$ cat src/rtl/alu_arb_if.sv
// Bundle between the two ALU requesters, the arbiter and the shared ALU.
// The master side is the environment (requesters plus ALU); the slave side is the arbiter.
interface alu_arb_if #(parameter int DATA_WIDTH = 16);

   logic                  r0_req;
   logic                  r0_log;
   logic [1:0]            r0_hc;
   logic [2:0]            r0_sc;
   logic                  r0_sat;
   logic [DATA_WIDTH-1:0] r0_dtx;
   logic [DATA_WIDTH-1:0] r0_dty;
   logic                  r0_gnt;
   logic                  r0_done;

   logic                  r1_req;
   logic                  r1_log;
   logic [1:0]            r1_hc;
   logic [2:0]            r1_sc;
   logic                  r1_sat;
   logic [DATA_WIDTH-1:0] r1_dtx;
   logic [DATA_WIDTH-1:0] r1_dty;
   logic                  r1_gnt;
   logic                  r1_done;

   logic [DATA_WIDTH-1:0] arb_dt;
   logic                  arb_az;
   logic                  arb_an;
   logic                  arb_ac;
   logic                  arb_av;
   logic                  arb_busy;

   logic                  ps_alu_en;
   logic                  ps_alu_log;
   logic [1:0]            ps_alu_hc;
   logic [2:0]            ps_alu_sc;
   logic                  ps_alu_sat;
   logic [DATA_WIDTH-1:0] xb_dtx;
   logic [DATA_WIDTH-1:0] xb_dty;

   logic [DATA_WIDTH-1:0] alu_xb_dt;
   logic                  alu_ps_az;
   logic                  alu_ps_an;
   logic                  alu_ps_ac;
   logic                  alu_ps_av;

   modport master (
      output r0_req, r0_log, r0_hc, r0_sc, r0_sat, r0_dtx, r0_dty,
      output r1_req, r1_log, r1_hc, r1_sc, r1_sat, r1_dtx, r1_dty,
      output alu_xb_dt, alu_ps_az, alu_ps_an, alu_ps_ac, alu_ps_av,
      input  r0_gnt, r0_done, r1_gnt, r1_done,
      input  arb_dt, arb_az, arb_an, arb_ac, arb_av, arb_busy,
      input  ps_alu_en, ps_alu_log, ps_alu_hc, ps_alu_sc, ps_alu_sat, xb_dtx, xb_dty
   );

   modport slave (
      input  r0_req, r0_log, r0_hc, r0_sc, r0_sat, r0_dtx, r0_dty,
      input  r1_req, r1_log, r1_hc, r1_sc, r1_sat, r1_dtx, r1_dty,
      input  alu_xb_dt, alu_ps_az, alu_ps_an, alu_ps_ac, alu_ps_av,
      output r0_gnt, r0_done, r1_gnt, r1_done,
      output arb_dt, arb_az, arb_an, arb_ac, arb_av, arb_busy,
      output ps_alu_en, ps_alu_log, ps_alu_hc, ps_alu_sc, ps_alu_sat, xb_dtx, xb_dty
   );

endinterface

$ cat src/rtl/alu_arb.sv
// Two-requester round-robin arbiter in front of a shared ALU: one operation
// per four cycles (IDLE, ISSUE, EXEC, DONE), result and flags captured locally.
module alu_arb #(
   parameter int DATA_WIDTH = 16
) (
   input logic      clk,
   input logic      reset,
   alu_arb_if.slave bus
);

   typedef enum logic [1:0] {
      IDLE  = 2'd0,
      ISSUE = 2'd1,
      EXEC  = 2'd2,
      DONE  = 2'd3
   } state_t;

   state_t state;
   state_t next_state;

   logic                  owner;
   logic                  last_served;
   logic                  any_req;
   logic                  pick;

   logic                  op_log;
   logic [1:0]            op_hc;
   logic [2:0]            op_sc;
   logic                  op_sat;
   logic [DATA_WIDTH-1:0] op_dtx;
   logic [DATA_WIDTH-1:0] op_dty;

   logic [DATA_WIDTH-1:0] res_dt;
   logic                  res_az;
   logic                  res_an;
   logic                  res_ac;
   logic                  res_av;

   logic                  gnt0;
   logic                  gnt1;
   logic                  done0;
   logic                  done1;
   logic                  alu_en;

   assign any_req = bus.r0_req | bus.r1_req;

   // On a tie the requester that was not served last wins.
   always_comb begin
      pick = 1'b0;
      if (bus.r0_req && bus.r1_req) begin
         pick = ~last_served;
      end else if (bus.r1_req) begin
         pick = 1'b1;
      end
   end

   always_ff @(posedge clk or negedge reset) begin
      if (!reset) begin
         state <= IDLE;
      end else begin
         state <= next_state;
      end
   end

   always_comb begin
      next_state = state;
      gnt0       = 1'b0;
      gnt1       = 1'b0;
      done0      = 1'b0;
      done1      = 1'b0;
      alu_en     = 1'b0;
      case (state)
         IDLE: begin
            if (any_req) begin
               next_state = ISSUE;
            end
         end
         ISSUE: begin
            alu_en     = 1'b1;
            gnt0       = ~owner;
            gnt1       = owner;
            next_state = EXEC;
         end
         EXEC: begin
            next_state = DONE;
         end
         DONE: begin
            done0      = ~owner;
            done1      = owner;
            next_state = IDLE;
         end
         default: begin
            next_state = IDLE;
         end
      endcase
   end

   // Reset leaves last_served at 1 so r0 takes the first tie.
   always_ff @(posedge clk or negedge reset) begin
      if (!reset) begin
         owner       <= 1'b0;
         last_served <= 1'b1;
         op_log      <= 1'b0;
         op_hc       <= '0;
         op_sc       <= '0;
         op_sat      <= 1'b0;
         op_dtx      <= '0;
         op_dty      <= '0;
      end else if (state == IDLE && any_req) begin
         owner       <= pick;
         last_served <= pick;
         op_log      <= pick ? bus.r1_log : bus.r0_log;
         op_hc       <= pick ? bus.r1_hc  : bus.r0_hc;
         op_sc       <= pick ? bus.r1_sc  : bus.r0_sc;
         op_sat      <= pick ? bus.r1_sat : bus.r0_sat;
         op_dtx      <= pick ? bus.r1_dtx : bus.r0_dtx;
         op_dty      <= pick ? bus.r1_dty : bus.r0_dty;
      end
   end

   always_ff @(posedge clk or negedge reset) begin
      if (!reset) begin
         res_dt <= '0;
         res_az <= 1'b0;
         res_an <= 1'b0;
         res_ac <= 1'b0;
         res_av <= 1'b0;
      end else if (state == EXEC) begin
         res_dt <= bus.alu_xb_dt;
         res_az <= bus.alu_ps_az;
         res_an <= bus.alu_ps_an;
         res_ac <= bus.alu_ps_ac;
         res_av <= bus.alu_ps_av;
      end
   end

   assign bus.r0_gnt     = gnt0;
   assign bus.r1_gnt     = gnt1;
   assign bus.r0_done    = done0;
   assign bus.r1_done    = done1;
   assign bus.arb_busy   = (state != IDLE);
   assign bus.ps_alu_en  = alu_en;
   assign bus.ps_alu_log = op_log;
   assign bus.ps_alu_hc  = op_hc;
   assign bus.ps_alu_sc  = op_sc;
   assign bus.ps_alu_sat = op_sat;
   assign bus.xb_dtx     = op_dtx;
   assign bus.xb_dty     = op_dty;
   assign bus.arb_dt     = res_dt;
   assign bus.arb_az     = res_az;
   assign bus.arb_an     = res_an;
   assign bus.arb_ac     = res_ac;
   assign bus.arb_av     = res_av;

endmodule

$ cat src/flat_wrapper.sv
// flat-port wrapper written by rule: the top's interface ports become plain ports
module alu_arb_flat 
#(
   parameter int DATA_WIDTH = 16
)
  (clk, reset, bus_r0_req, bus_r0_log, bus_r0_hc, bus_r0_sc, bus_r0_sat, bus_r0_dtx, bus_r0_dty, bus_r1_req, bus_r1_log, bus_r1_hc, bus_r1_sc, bus_r1_sat, bus_r1_dtx, bus_r1_dty, bus_alu_xb_dt, bus_alu_ps_az, bus_alu_ps_an, bus_alu_ps_ac, bus_alu_ps_av, bus_r0_gnt, bus_r0_done, bus_r1_gnt, bus_r1_done, bus_arb_dt, bus_arb_az, bus_arb_an, bus_arb_ac, bus_arb_av, bus_arb_busy, bus_ps_alu_en, bus_ps_alu_log, bus_ps_alu_hc, bus_ps_alu_sc, bus_ps_alu_sat, bus_xb_dtx, bus_xb_dty);
  alu_arb_if #(.DATA_WIDTH(DATA_WIDTH)) bus_i ();
  input logic clk;
  input logic reset;
  input wire logic [$bits(bus_i.r0_req)-1:0] bus_r0_req;
  input wire logic [$bits(bus_i.r0_log)-1:0] bus_r0_log;
  input wire logic [$bits(bus_i.r0_hc)-1:0] bus_r0_hc;
  input wire logic [$bits(bus_i.r0_sc)-1:0] bus_r0_sc;
  input wire logic [$bits(bus_i.r0_sat)-1:0] bus_r0_sat;
  input wire logic [$bits(bus_i.r0_dtx)-1:0] bus_r0_dtx;
  input wire logic [$bits(bus_i.r0_dty)-1:0] bus_r0_dty;
  input wire logic [$bits(bus_i.r1_req)-1:0] bus_r1_req;
  input wire logic [$bits(bus_i.r1_log)-1:0] bus_r1_log;
  input wire logic [$bits(bus_i.r1_hc)-1:0] bus_r1_hc;
  input wire logic [$bits(bus_i.r1_sc)-1:0] bus_r1_sc;
  input wire logic [$bits(bus_i.r1_sat)-1:0] bus_r1_sat;
  input wire logic [$bits(bus_i.r1_dtx)-1:0] bus_r1_dtx;
  input wire logic [$bits(bus_i.r1_dty)-1:0] bus_r1_dty;
  input wire logic [$bits(bus_i.alu_xb_dt)-1:0] bus_alu_xb_dt;
  input wire logic [$bits(bus_i.alu_ps_az)-1:0] bus_alu_ps_az;
  input wire logic [$bits(bus_i.alu_ps_an)-1:0] bus_alu_ps_an;
  input wire logic [$bits(bus_i.alu_ps_ac)-1:0] bus_alu_ps_ac;
  input wire logic [$bits(bus_i.alu_ps_av)-1:0] bus_alu_ps_av;
  output wire logic [$bits(bus_i.r0_gnt)-1:0] bus_r0_gnt;
  output wire logic [$bits(bus_i.r0_done)-1:0] bus_r0_done;
  output wire logic [$bits(bus_i.r1_gnt)-1:0] bus_r1_gnt;
  output wire logic [$bits(bus_i.r1_done)-1:0] bus_r1_done;
  output wire logic [$bits(bus_i.arb_dt)-1:0] bus_arb_dt;
  output wire logic [$bits(bus_i.arb_az)-1:0] bus_arb_az;
  output wire logic [$bits(bus_i.arb_an)-1:0] bus_arb_an;
  output wire logic [$bits(bus_i.arb_ac)-1:0] bus_arb_ac;
  output wire logic [$bits(bus_i.arb_av)-1:0] bus_arb_av;
  output wire logic [$bits(bus_i.arb_busy)-1:0] bus_arb_busy;
  output wire logic [$bits(bus_i.ps_alu_en)-1:0] bus_ps_alu_en;
  output wire logic [$bits(bus_i.ps_alu_log)-1:0] bus_ps_alu_log;
  output wire logic [$bits(bus_i.ps_alu_hc)-1:0] bus_ps_alu_hc;
  output wire logic [$bits(bus_i.ps_alu_sc)-1:0] bus_ps_alu_sc;
  output wire logic [$bits(bus_i.ps_alu_sat)-1:0] bus_ps_alu_sat;
  output wire logic [$bits(bus_i.xb_dtx)-1:0] bus_xb_dtx;
  output wire logic [$bits(bus_i.xb_dty)-1:0] bus_xb_dty;
  assign bus_i.r0_req = bus_r0_req;
  assign bus_i.r0_log = bus_r0_log;
  assign bus_i.r0_hc = bus_r0_hc;
  assign bus_i.r0_sc = bus_r0_sc;
  assign bus_i.r0_sat = bus_r0_sat;
  assign bus_i.r0_dtx = bus_r0_dtx;
  assign bus_i.r0_dty = bus_r0_dty;
  assign bus_i.r1_req = bus_r1_req;
  assign bus_i.r1_log = bus_r1_log;
  assign bus_i.r1_hc = bus_r1_hc;
  assign bus_i.r1_sc = bus_r1_sc;
  assign bus_i.r1_sat = bus_r1_sat;
  assign bus_i.r1_dtx = bus_r1_dtx;
  assign bus_i.r1_dty = bus_r1_dty;
  assign bus_i.alu_xb_dt = bus_alu_xb_dt;
  assign bus_i.alu_ps_az = bus_alu_ps_az;
  assign bus_i.alu_ps_an = bus_alu_ps_an;
  assign bus_i.alu_ps_ac = bus_alu_ps_ac;
  assign bus_i.alu_ps_av = bus_alu_ps_av;
  assign bus_r0_gnt = bus_i.r0_gnt;
  assign bus_r0_done = bus_i.r0_done;
  assign bus_r1_gnt = bus_i.r1_gnt;
  assign bus_r1_done = bus_i.r1_done;
  assign bus_arb_dt = bus_i.arb_dt;
  assign bus_arb_az = bus_i.arb_az;
  assign bus_arb_an = bus_i.arb_an;
  assign bus_arb_ac = bus_i.arb_ac;
  assign bus_arb_av = bus_i.arb_av;
  assign bus_arb_busy = bus_i.arb_busy;
  assign bus_ps_alu_en = bus_i.ps_alu_en;
  assign bus_ps_alu_log = bus_i.ps_alu_log;
  assign bus_ps_alu_hc = bus_i.ps_alu_hc;
  assign bus_ps_alu_sc = bus_i.ps_alu_sc;
  assign bus_ps_alu_sat = bus_i.ps_alu_sat;
  assign bus_xb_dtx = bus_i.xb_dtx;
  assign bus_xb_dty = bus_i.xb_dty;
  alu_arb #(.DATA_WIDTH(DATA_WIDTH)) u_core (.clk(clk), .reset(reset), .bus(bus_i));
endmodule
$ cat config.mk
export PLATFORM = sky130hd
export DESIGN_NAME = alu_arb_flat
export DESIGN_NICKNAME = d
export VERILOG_FILES = /design/src/rtl/alu_arb_if.sv /design/src/rtl/alu_arb.sv /design/src/flat_wrapper.sv
export SDC_FILE = /design/constraint.sdc
export NUM_CORES = 1
export LEC_CHECK = 0
export CAP_MARGIN = 20
export CORE_ASPECT_RATIO = 1.1
export CORE_MARGIN = 3
export CORE_UTILIZATION = 30
export CTS_BUF_LIST = sky130_fd_sc_hd__clkbuf_4
export DETAILED_ROUTE_END_ITERATION = 12
export PLACE_DENSITY = 0.64
export SLEW_MARGIN = 5
export SYNTH_ARGS = -nofsm -noshare
export SYNTH_HDL_FRONTEND = slang
export SYNTH_SLANG_ARGS = --single-unit
$ cat constraint.sdc
create_clock -name clk -period 3.11 [get_ports clk]
set_clock_uncertainty 0.1 [all_clocks]
set_input_delay 0.622 -clock clk [delete_from_list [all_inputs] [get_ports clk]]
set_output_delay 0.622 -clock clk [all_outputs]
set_load 0.05 [all_outputs]
---- After elaboration in Yosys (flattened, before gate mapping) ----
Index checks and enable logic that the tools add are counted.
cells by class
  equality and inequality tests ........... 4
  multiplexer cells ....................... 15
  bitwise operators ....................... 3
  reductions and logical operators ........ 4
operators with widths
  kind                                                    number
  2-to-1 mux 16 bit                                       2
  2-to-1 mux 1 bit                                        9
  case mux 2 bit (4 select lines)                         1
  == test 2 bit (second input constant)                   2
  2-to-1 mux 2 bit                                        2
  2-to-1 mux 3 bit                                        1
  == test 2 x 1 -> 1 bit (second input constant)          1
  logical AND 1 bit                                       2
  zero test 2 bit                                         1
  inequality test 2 x 1 -> 1 bit (second input constant)  1
  NOT 1 bit                                               2
  nonzero test 2 bit                                      1
  OR 1 bit                                                1
word-level totals
  register bits ........................... 63
  bits of input ports ..................... 102
  output and inout bits ................... 65
  logic and storage cells ................. 40

---- Longest topological paths before layout ----
Gate-level depths: netlist of run 1.
  depth after elaboration ................. 3
  gate-level depth with buffers ........... 7
  mapped depth without buffers ............ 5

---- Worst setup path before layout of run 1 ----
Ideal clock, no wire load.
  path kind ............................... reg2out
  start point ............................. register u_core.state[1]
  end point ............................... output port bus_r0_gnt
  arrival ................................. 1.745 ns
  required time ........................... 2.388 ns
  path slack .............................. 0.643 ns
  stages on the path, launching flop included .. 4
  path buffers ............................ 0
  cells stage by stage .................... dfrtp_1 inv_1 ha_1 nor2b_1
on the way
  word-level cells in the longest chain between the ends .. 2
RTL lines
  item                    line                source
  from (decl)             alu_arb.sv:18       state_t state;
  from (signal assigned)  alu_arb.sv:61       state <= next_state;
  == test 2 x 1 -> 1 bit  alu_arb.sv:72       case (state)
  2-to-1 mux 1 bit        alu_arb.sv:72
  to (decl)               flat_wrapper.sv:29  output wire logic [$bits(bus_i.r0_gnt)-1:0] bus_r0_gnt;
Every way passes these cells.

---- Final worst setup path of run 1 ----
  start point ............................. register u_core.state[1]
  end point ............................... output port bus_arb_busy
on the way
  word-level cells in the longest chain between the ends .. 1
RTL lines
  item                line                source
  nonzero test 2 bit  alu_arb.sv:141      assign bus.arb_busy = (state != IDLE);
  to (decl)           flat_wrapper.sv:38  output wire logic [$bits(bus_i.arb_busy)-1:0] bus_arb_busy;
Every way passes these cells.

==> results of run 1 <==
[flip-flops by register name, indices dropped and copies added (netlist names)]
signal	flops
u_core.bus.arb_dt	16
u_core.bus.xb_dtx	16
u_core.bus.xb_dty	16
u_core.bus.ps_alu_sc	3
u_core.bus.ps_alu_hc	2
u_core.state	2
u_core.bus.arb_ac	1
u_core.bus.arb_an	1
u_core.bus.arb_av	1
u_core.bus.arb_az	1
u_core.bus.ps_alu_log	1
u_core.bus.ps_alu_sat	1
u_core.last_served	1
u_core.owner	1
[per-layer routing]
metal,up-vias,global-route usage [%]
li1,1277,-
met5,-,0
met2,114,26.2
met1,1259,20.2
met4,0,4.29
met3,8,5.68
[path summary, 6_finish.rpt]
kind	start	endpoint	depth (start not counted)
max	u_core.state[1]$_DFFE_PN0P_	bus_arb_busy	4
min	reset	u_core.bus.arb_dt[8]$_DFFE_PN0N_	2
max reg2reg	u_core.state[0]$_DFFE_PN0P_	u_core.bus.xb_dtx[8]$_DFFE_PN0P_	6
min reg2reg	u_core.bus.arb_ac$_DFFE_PN0N_	u_core.bus.arb_ac$_DFFE_PN0N_	1
max in group asynchronous	reset	u_core.last_served$_DFFE_PN1P_	2
min in group clk	u_core.bus.arb_ac$_DFFE_PN0N_	u_core.bus.arb_ac$_DFFE_PN0N_	1
[worst reg2reg max path, delay by kind of cell, from the launching register on]
family          cells  cell delay [ns]
compound gates      2             0.64
buf+inv             2             0.37
fa+ha+maj           1             0.33
simple gates        1             0.08
flops               1             0.42
[metrics by stage]
stage,utilization [%],hold WS [ns]
after floorplan,-,0.226
after global placement,51.4,0.390
after detailed placement,51.4,0.397
after CTS,53.2,0.0983
after global routing,53.2,0.100
final,53.2,0.120
[kinds of logic (layout without fill, tap and decap cells)]
logic type / after synthesis / in the layout / synth area share [%]
muxes: 21 / 21 / 8.32
adders and majority gates: 5 / 5 / 2.20
AOI/OAI and AO/OA: 86 / 86 / 18.3
DFF: 63 / 63 / 55.5
buffers and inverters: 21 / 192 / 3.92
and+or+nand+nor: 85 / 85 / 11.8
[cell usage in the layout, fill, tap and decap left out, types with 2 or more instances in the layout]
cell type,n
sky130_fd_sc_hd__a21oi_1,60
sky130_fd_sc_hd__a21oi_2,20
sky130_fd_sc_hd__and2_1,2
sky130_fd_sc_hd__buf_12,3
sky130_fd_sc_hd__buf_4,4
sky130_fd_sc_hd__bufinv_16,2
sky130_fd_sc_hd__clkbuf_4,9
sky130_fd_sc_hd__clkdlybuf4s50_1,165
sky130_fd_sc_hd__clkinv_2,2
sky130_fd_sc_hd__clkinv_4,2
sky130_fd_sc_hd__dfrtp_1,62
sky130_fd_sc_hd__ha_1,5
sky130_fd_sc_hd__inv_1,3
sky130_fd_sc_hd__mux2_2,21
sky130_fd_sc_hd__nand2_1,40
sky130_fd_sc_hd__nor2_1,39
sky130_fd_sc_hd__nor2b_1,2
[power by group through the flow]
stage | clock network (µW) | registers (µW) | logic (µW)
finish | 648 | 1480 | 3650
global route | 714 | 1540 | 3870
CTS | 674 | 1480 | 3700
detailed placement | 0 | 1490 | 3690
global placement | 0 | 1480 | 3660
floorplan | 0 | 2840 | 1060
[area by class of cell]
class,count,area share [%]
well taps,114,2.96
repair buffers,173,36.3
inverters,3,0.234
clock buffers,9,1.40
flip-flops and latches,63,32.8
clock inverters,7,2.00
multi-input cells,197,24.4
==> results.py, run 1 <==
metrics = {
    "run_status": {
        "outcome": "finished, final reports clean",
    },
    "sta": {
        "max_slew_vio_count": 0,
        "worst_pin_slew_ns": 0.974,
        "fmax_mhz": 355,
        "rsz0062_at_grt": "false",
        "setup-violations-final": 0,
        "min_period_over_period_pct": 90.5,
        "normalized_max_slew_margin_pct": 35.1,
        "min_period_ns": 2.81,
        "fin_tns_setup_ns": 0,
        "postLayoutSetupSlackWorst_ns": 0.296,
        "finalHoldViolations": 0,
    },
    "power_and_ir_drop": {
        "power.share.switching_pct": 49.9,
        "p_per_area_nw_per_um2": 1200,
        "cellLeakagePower_uw": 0.00199,
        "cellInternalPower_uw": 2890,
        "part_of_the_total_power_dissipated_in_the_clock_network_pct": 11.2,
        "switching_power_uw": 2880,
        "pwr-share-seq_pct": 25.6,
        "design_power_total_uw": 5770,
        "comb_power_share_pct": 63.2,
        "max-vdd-ir-drop_mv": 0.441,
    },
    "setup_path": {
        "critPathMaxFanout": 6,
        "critical-path-top-cell-by-count": "sky130_fd_sc_hd__inv_1",
        "crit_path_max_incr_delay_ns": 0.81,
        "endpoint_kind": "output pin",
        "critical_path_arrival_ns": 2.09,
        "r2r_setup_slack_ns": 1.13,
        "critical_path.slowest_cell": "sky130_fd_sc_hd__clkdlybuf4s50_1",
        "critical_path_class": "reg -> out",
        "cp-start-kind": "flop",
        "path_cells": "inv_1 > ha_1 > inv_1 > clkdlybuf4s50_1",
        "critPathBufInv": 3,
        "worst-endpoint-required_ns": 2.39,
        "critPathTopFamily": "buffers and inverters",
    },
    "clocking": {
        "max-clock-path-buffers": 2,
        "clkSinkCount": 63,
        "cts_hold_buffers": 0,
        "cts_tree": "yes",
        "clockRootBuffer": "sky130_fd_sc_hd__clkbuf_4",
        "htree_num_levels": 3,
        "clkLatencyLatePin_ns": 0.39,
        "cts_inserted_buffers": 9,
        "cts_repair_resize_count": 0,
        "clk_pin_slew_ns": 0.13,
        "post-cts-setup-buffers": 0,
    },
    "logic_synthesis": {
        "most_frequently_used_flop_master_after_synthesis": "sky130_fd_sc_hd__dfrtp_1",
        "fraction_of_the_yosys_area_taken_by_sequential_cells_pct": 55.5,
        "synth_area_um2": 2840,
        "synthTopCellsByCount": "sky130_fd_sc_hd__dfrtp_1, sky130_fd_sc_hd__a21oi_1, sky130_fd_sc_hd__nand2_1",
        "synth_top_cells_by_area": "sky130_fd_sc_hd__dfrtp_1, sky130_fd_sc_hd__a21oi_1, sky130_fd_sc_hd__mux2_2, sky130_fd_sc_hd__a21oi_2, sky130_fd_sc_hd__nand2_1",
        "yosysWarnings": 0,
        "synth-async-reset-ratio_pct": 100,
        "synth.lib_cells_used.distinct": 23,
        "synth_most_common_cell": "sky130_fd_sc_hd__dfrtp_1",
        "netlist.top_cell.by_area": "sky130_fd_sc_hd__dfrtp_1",
        "syn_area_per_cell_um2": 10.1,
        "syn_nets": 388,
        "yosys_register_bits": 63,
        "synth-edff-count": 0,
        "synthCells": 281,
        "synth_top_area_share_pct": 54.6,
    },
    "floorplan": {
        "num_rows": 36,
        "die_w_um": 98.8,
        "die_height_um": 108,
        "ios": 167,
        "die-area_um2": 10700,
        "floorplan.core_area_um2": 9050,
        "floorplan.initialDensity_pct": 31.4,
    },
    "global_routing": {
        "grt_pass1_vias": 2717,
        "grt_max_degree": 64,
        "grt.overflow.total": 0,
        "antenna_violations_before_repair": 0,
        "track_usage_pct": 16.0,
        "wire_length_of_the_first_global_routing_pass_um": 13600,
    },
    "cells_and_area": {
        "sequential_cell_area_um2": 1580,
        "synthToLayoutAreaGrowth_pct": 69.4,
        "finalNonFillerCells": 566,
        "multi_input_comb_area_um2": 1170,
        "nets": 554,
        "layout-drive-gt1-share_pct": 15.3,
        "filler_cell_count": 828,
        "design_area_um2": 4810,
        "antenna-diode-count": 0,
    },
    "detailed_routing": {
        "drtIter0Drc": 67,
        "wl_um": 8460,
        "routed-via-count": 2658,
        "detail_route.vias_per_cell": 4.70,
        "met3_layer_wire_length_in_the_routed_design_um": 707,
        "drcViolationCount": 0,
        "drt-wirelength-per-cell_um": 15.0,
        "met2_length_um": 4090,
        "route.layer.met1.wl_um": 3570,
        "drt-pass1-iter-count": 4,
        "top_layer": "met4",
        "antenna_left": 0,
    },
    "placement": {
        "placedInstanceArea_um2": 4650,
        "hpwlAfterDp_um": 6210,
        "gp_congestion": 0.752,
        "post-place-cells": 550,
        "pre_cts_slack_ns": 0.665,
        "port_buffers": 166,
    },
    "hold_path": {
        "worst_hold_path_type": "in -> async",
    },
    "job": {
        "drv_cap": 0,
    },
}
Note: power is estimated with default switching activity, not from simulation.
==> run 2, diff against run 1 <==
--- a/config.mk
+++ b/config.mk
@@ -5,7 +5,7 @@
 export SDC_FILE = /design/constraint.sdc
 export NUM_CORES = 1
 export LEC_CHECK = 0
-export CAP_MARGIN = 20
+export CAP_MARGIN = 15
 export CORE_ASPECT_RATIO = 1.1
 export CORE_MARGIN = 3
 export CORE_UTILIZATION = 30
==> results of run 2 <==
Final layout, timing and power as in run 1 (identical DEF).
